===== config.mk =====
export PLATFORM = sky130hd
export DESIGN_NAME = wash_input_cond
export DESIGN_NICKNAME = d
export VERILOG_FILES = /design/src/rtl/wash_input_cond_pkg.sv /design/src/rtl/wash_debounce_cell.sv /design/src/rtl/wash_input_cond.sv
export SDC_FILE = /design/constraint.sdc
export NUM_CORES = 1
export LEC_CHECK = 0
export ABC_AREA = 1
export CELL_PAD_IN_SITES_DETAIL_PLACEMENT = 1
export CELL_PAD_IN_SITES_GLOBAL_PLACEMENT = 2
export CORE_MARGIN = 2
export CORE_UTILIZATION = 40
export DETAILED_ROUTE_END_ITERATION = 8
export PLACE_DENSITY_LB_ADDON = 0.1
export SETUP_SLACK_MARGIN = 0.02
export SYNTH_ARGS = -nofsm -noshare
export SYNTH_HDL_FRONTEND = slang
export SYNTH_SLANG_ARGS = --single-unit

===== constraint.sdc =====
create_clock -name clk -period 2.9 [get_ports clk]
set_clock_uncertainty 0.2 [all_clocks]
set_input_delay 0.58 -clock clk [delete_from_list [all_inputs] [get_ports clk]]
set_output_delay 0.58 -clock clk [all_outputs]
set_load 0.01 [all_outputs]

===== src/rtl/wash_input_cond_pkg.sv =====
// Shared defaults and input channel indices for the wash input conditioner and controller.
// Pure declarations, so there is no latency and no backpressure.
package wash_input_cond_pkg;

  localparam int DB_CYCLES_DEF   = 500000;
  localparam int SYNC_STAGES_DEF = 2;
  localparam int N_CH            = 4;

  typedef enum logic [1:0] {
    CH_START = 2'd0,
    CH_FULL  = 2'd1,
    CH_COLD  = 2'd2,
    CH_EMPTY = 2'd3
  } ch_e;

endpackage


===== src/rtl/wash_debounce_cell.sv =====
// One input channel: a SYNC_STAGES-flop synchroniser followed by a saturating debounce counter.
// Latency SYNC_STAGES+DB_CYCLES cycles from a stable raw change to o_q; there is no backpressure.
module wash_debounce_cell
  import wash_input_cond_pkg::*;
#(
  parameter int DB_CYCLES   = DB_CYCLES_DEF,
  parameter int SYNC_STAGES = SYNC_STAGES_DEF
) (
  input  logic i_clk,
  input  logic i_rst_n,
  input  logic i_raw,
  output logic o_q
);

  localparam int            CW   = (DB_CYCLES > 1) ? $clog2(DB_CYCLES) : 1;
  localparam logic [CW-1:0] TERM = CW'(DB_CYCLES - 1);

  logic [SYNC_STAGES-1:0] r_sync;
  logic [CW-1:0]          r_cnt;
  logic                   r_q;
  logic                   w_sync;

  assign w_sync = r_sync[SYNC_STAGES-1];
  assign o_q    = r_q;

  always_ff @(posedge i_clk or negedge i_rst_n) begin
    if (!i_rst_n) begin
      r_sync <= '0;
    end else begin
      r_sync <= {r_sync[SYNC_STAGES-2:0], i_raw};
    end
  end

  // Any return to the stable level restarts the count, so only an unbroken run is accepted.
  always_ff @(posedge i_clk or negedge i_rst_n) begin
    if (!i_rst_n) begin
      r_cnt <= '0;
      r_q   <= 1'b0;
    end else if (w_sync == r_q) begin
      r_cnt <= '0;
    end else if (r_cnt == TERM) begin
      r_q   <= w_sync;
      r_cnt <= '0;
    end else begin
      r_cnt <= r_cnt + 1'b1;
    end
  end

endmodule


===== src/rtl/wash_input_cond.sv =====
// Debounces start/full/cold/empty and makes a ready-gated start pulse; no backpressure.
// Level latency SYNC_STAGES+DB_CYCLES; define WASH_INTERLOCK_EN for the full/empty interlock.
module wash_input_cond
  import wash_input_cond_pkg::*;
#(
  parameter int DB_CYCLES   = DB_CYCLES_DEF,
  parameter int SYNC_STAGES = SYNC_STAGES_DEF
) (
  input  logic clk,
  input  logic reset,
  input  logic start_btn,
  input  logic full_sw,
  input  logic cold_sw,
  input  logic empty_sw,
  input  logic ready,
  output logic start,
  output logic full,
  output logic cold,
  output logic empty,
  output logic sensor_flt
);

  logic [N_CH-1:0] w_raw;
  logic [N_CH-1:0] w_q;
  logic            r_start_d;

  assign w_raw[CH_START] = start_btn;
  assign w_raw[CH_FULL]  = full_sw;
  assign w_raw[CH_COLD]  = cold_sw;
  assign w_raw[CH_EMPTY] = empty_sw;

  for (genvar g = 0; g < N_CH; g++) begin : g_ch
    wash_debounce_cell #(
      .DB_CYCLES  (DB_CYCLES),
      .SYNC_STAGES(SYNC_STAGES)
    ) u_cell (
      .i_clk  (clk),
      .i_rst_n(reset),
      .i_raw  (w_raw[g]),
      .o_q    (w_q[g])
    );
  end

  always_ff @(posedge clk or negedge reset) begin
    if (!reset) begin
      r_start_d <= 1'b0;
    end else begin
      r_start_d <= w_q[CH_START];
    end
  end

  // A press that arrives while the controller is busy is dropped, never queued.
  assign start = w_q[CH_START] & ~r_start_d & ready;
  assign cold  = w_q[CH_COLD];

`ifdef WASH_INTERLOCK_EN
  logic r_flt;

  always_ff @(posedge clk or negedge reset) begin
    if (!reset) begin
      r_flt <= 1'b0;
    end else begin
      r_flt <= w_q[CH_FULL] & w_q[CH_EMPTY];
    end
  end

  assign sensor_flt = r_flt;
  assign full       = w_q[CH_FULL]  & ~r_flt;
  assign empty      = w_q[CH_EMPTY] & ~r_flt;
`else
  assign sensor_flt = 1'b0;
  assign full       = w_q[CH_FULL];
  assign empty      = w_q[CH_EMPTY];
`endif

endmodule


==> flow_summary.rst <==
.. list-table::
   :header-rows: 1

   * - Metric
     - Value
   * - Violation count after the first detailed-route iteration
     - 156
   * - Worst Max-Slew Pin Slew
     - 0.609 ns
   * - DRT Pass-1 Iters
     - 6
   * - Number of H-tree levels
     - 3
   * - Number of port buffers
     - 10
   * - CP arrival
     - 1.71 ns
   * - Slew Viols, Final
     - 0
   * - Startpoint of the lowest-slack register-to-register path
     - g_ch[2].u_cell.r_cnt[0]
   * - Final setup violating endpoints
     - 0
   * - Share of power burned in combinational logic
     - 0.034
   * - Total half-perimeter wirelength after legalization and detailed placement
     - 8.48 mm
   * - Initial cell density of the core
     - 0.409
   * - Fraction of final layout cells with drive strength greater than 1
     - 0.0988
   * - CTS tree
     - built
   * - Worst Hold Margin
     - 0.151 ns
   * - Final GP Congestion
     - 0.788
   * - Switch share
     - 0.215
   * - Number of nets in the final layout
     - 684
   * - Switching Power
     - 0.000590 W
   * - Worst hold path cell count
     - 0
   * - End of the worst register-to-register path
     - g_ch[2].u_cell.r_cnt[0]
   * - Min Clock Period, post-route
     - 2.49 ns
   * - Number of cells produced by synthesis
     - 652
   * - Post-Route Setup TNS
     - 0 ns
   * - Floorplan die area
     - 13100 µm²
   * - Kind of critical path
     - input pin to output port
   * - Maximum number of pins on one net before global-route repair
     - 38
   * - Number of sinks handled by clock tree synthesis
     - 89
   * - Fraction of power consumed by sequential logic
     - 0.464
   * - Highest clock frequency the design can meet
     - 401 MHz
   * - Synth Net Count
     - 663
   * - Pleak
     - 2.38 nW
   * - Layout overhead on the synthesized area
     - 13.2%
   * - Total detailed-routing wirelength
     - 11.5 mm
   * - Slack of the worst reg-to-reg path
     - 1.15 ns
   * - Clock Pin Slew Worst Setup and Hold Paths
     - 0.06 ns
   * - Maximum Capacitance Violations
     - 0
   * - Core Footprint
     - 12000 µm²
   * - Syn Area/Cell
     - 7.50 µm²
   * - Data required time at the worst endpoint
     - 2.12 ns
   * - Number of gates resized after cts
     - 0
   * - Final worst-path cycle share
     - 0.859
   * - Kind of capture point of the worst setup path
     - output port
   * - Commonest cells after routing, fill and taps aside
     - nor2_1 (184), nand2_1 (131), dfrtp_1 (89), inv_1 (67), nand3_1 (46)
   * - Number of buffers inserted during clock tree synthesis
     - 9
   * - Part of the total power dissipated in the clock network
     - 0.502
   * - Total track usage
     - 0.193
   * - Final Hold Viols
     - 0
   * - Latest clock arrival within the worst-skew pair
     - 0.35 ns
   * - Diode count
     - 0
   * - DRC violation count after routing
     - 0
   * - Result of the run
     - completed
   * - Path depth of the worst reg2reg path
     - 6
   * - RSZ-0062 raised after global routing
     - false
   * - Overflow left after global routing
     - 0
   * - Source of the critical timing path
     - ready
   * - P per Cell Area
     - 496 nW/µm²
   * - Capturing element of the worst setup path
     - start
   * - ANT nets after route
     - 0
   * - Global-route wire length before repair
     - 19.9 mm
   * - Most common cell after layout, fill and taps aside
     - nor2_1
   * - Fin util
     - 0.463
   * - Via total after detailed routing
     - 3969
   * - Root buffer cell
     - clkbuf_16
   * - Crit start category
     - input pin
   * - Number of I/O pins
     - 12
   * - Antenna violations before repair
     - 0
   * - Row cnt
     - 40
   * - Die Y
     - 115 µm
   * - Number of distinct library cells after synthesis
     - 30
   * - Worst slew margin relative to its limit
     - 0.592
   * - Total internal power
     - 0.00215 W
   * - Count of filler cells inserted in the layout
     - 1491
   * - Number of warnings reported in the yosys synthesis log
     - 0
   * - Via count normalized by instance count
     - 4.81
   * - Number of global-route vias before repair
     - 4244
   * - Netlist area before placement
     - 4890 µm²
   * - Crit-path max FO
     - 1
   * - Longest Clk Path Bufs
     - 2
   * - Chip width
     - 115 µm
   * - Class of the worst hold path
     - register to register
   * - Number of synthesized register bits
     - 89
   * - Average detailed-routed wire length per instance
     - 13.9 µm
   * - Part of the Yosys area used for sequential elements
     - 0.456
   * - Worst voltage drop across the vdd grid
     - 0.000265 V
## what timing repair did
item,4_1_cts,5_1_grt
endpoints found under the setup margin,0,0
hold buffers,1,0
buffers inserted,0,0
endpoints found under the hold margin,3,0
## cells in the mapped netlist
library cell  number  area, µm²
a21oi_1           12       60.1
a21oi_4            1       16.3
and2_1             2       12.5
and3_1             1       6.26
buf_2              2       10.0
buf_4              1       7.51
conb_1             1       3.75
dfrtp_1           89       2230
ha_1               4       50.1
inv_1             67        251
inv_2             10       37.5
nand2_1          131        492
nand2_2           13       81.3
nand3_1           46        230
nand3_2            2       20.0
nand3b_1           2       15.0
nand4_1            5       31.3
nor2_1           184        691
nor2_2            13       81.3
nor2_4             6       67.6
nor3_1             5       25.0
nor3b_1            3       22.5
o21ai_0            2       10.0
o21ai_1            6       30.0
o21bai_1           2       15.0
o22ai_1            2       12.5
xnor2_1           10       87.6
xnor2_2            1       16.3
xor2_1            26        228
xor2_2             3       48.8
## cell families (layout without fill, tap and decap cells)
| kind of cell | after synthesis | after routing | share of synthesized area |
|---|---|---|---|
| xor+xnor | 40 | 40 | 0.0778 |
| buf+inv | 80 | 106 | 0.0627 |
| fa+ha+maj | 4 | 4 | 0.0102 |
| compound gates | 25 | 25 | 0.0294 |
| flops | 89 | 89 | 0.456 |
| other cells | 1 | 1 | 0.000767 |
| simple gates | 413 | 413 | 0.363 |
## metrics by stage
step / total power [W] / instances / setup slack [ns] / instance area, µm²
floorplan: 0.00134 / 652 / 1.34 / 4890
global placement: 0.00139 / 808 / 0.409 / 5180
detailed placement: 0.00139 / 808 / 0.409 / 5180
CTS: 0.00279 / 825 / 0.399 / 5530
global route: 0.00285 / 825 / 0.318 / 5530
finish: 0.00274 / 825 / 0.408 / 5530
## critical path, cell delays in order
cell,delay (ns)
clkdlybuf4s50_1,0.46
nand2_1,0.05
nor2_1,0.09
clkdlybuf4s50_1,0.54
## per-layer routing
layer,share of wire,GRT usage,wire length [µm],up-vias
met5,0,0,0,-
met4,0.013,0.0610,146,0
met3,0.021,0.0349,245,9
met2,0.48,0.324,5500,29
li1,-,-,-,2032
met1,0.49,0.253,5570,1899
## final cells by class
type	count	area, µm²	area share
Clock inverter	5	103	0.0185
Multi-Input combinational cell	483	2350	0.425
Clock buffer	11	243	0.0439
Sequential cell	89	2230	0.402
Timing Repair Buffer	13	135	0.0244
Inverter	77	289	0.0522
Tap cell	147	184	0.0332
## flip-flops by register name, summed over array words and instances (netlist names)
register	count
g_ch.u_cell.r_cnt	76
g_ch.u_cell.o_q	4
r_start_d	1
g_ch.u_cell.r_sync	8
## power groups by stage
stage               combinational, W  sequential [W]  clock [W]
CTS                        0.0000993         0.00127    0.00142
detailed placement         0.0000977         0.00130          0
finish                     0.0000941         0.00127    0.00138
global placement           0.0000937         0.00130          0
floorplan                  0.0000436         0.00129          0
global route                0.000110         0.00128    0.00146
## worst min path at each step
stage	from	end	slack, ns
floorplan	reset	g_ch[0].u_cell.o_q	0.08
global placement	g_ch[2].u_cell.r_sync[0]	g_ch[2].u_cell.r_sync[1]	0.13
detailed placement	g_ch[3].u_cell.r_sync[0]	g_ch[3].u_cell.r_sync[1]	0.14
CTS	g_ch[3].u_cell.r_sync[0]	g_ch[3].u_cell.r_sync[1]	0.16
global route	g_ch[3].u_cell.r_sync[0]	g_ch[3].u_cell.r_sync[1]	0.16
finish	g_ch[0].u_cell.r_sync[0]	g_ch[0].u_cell.r_sync[1]	0.15
Power figures use the tool's default switching activity.
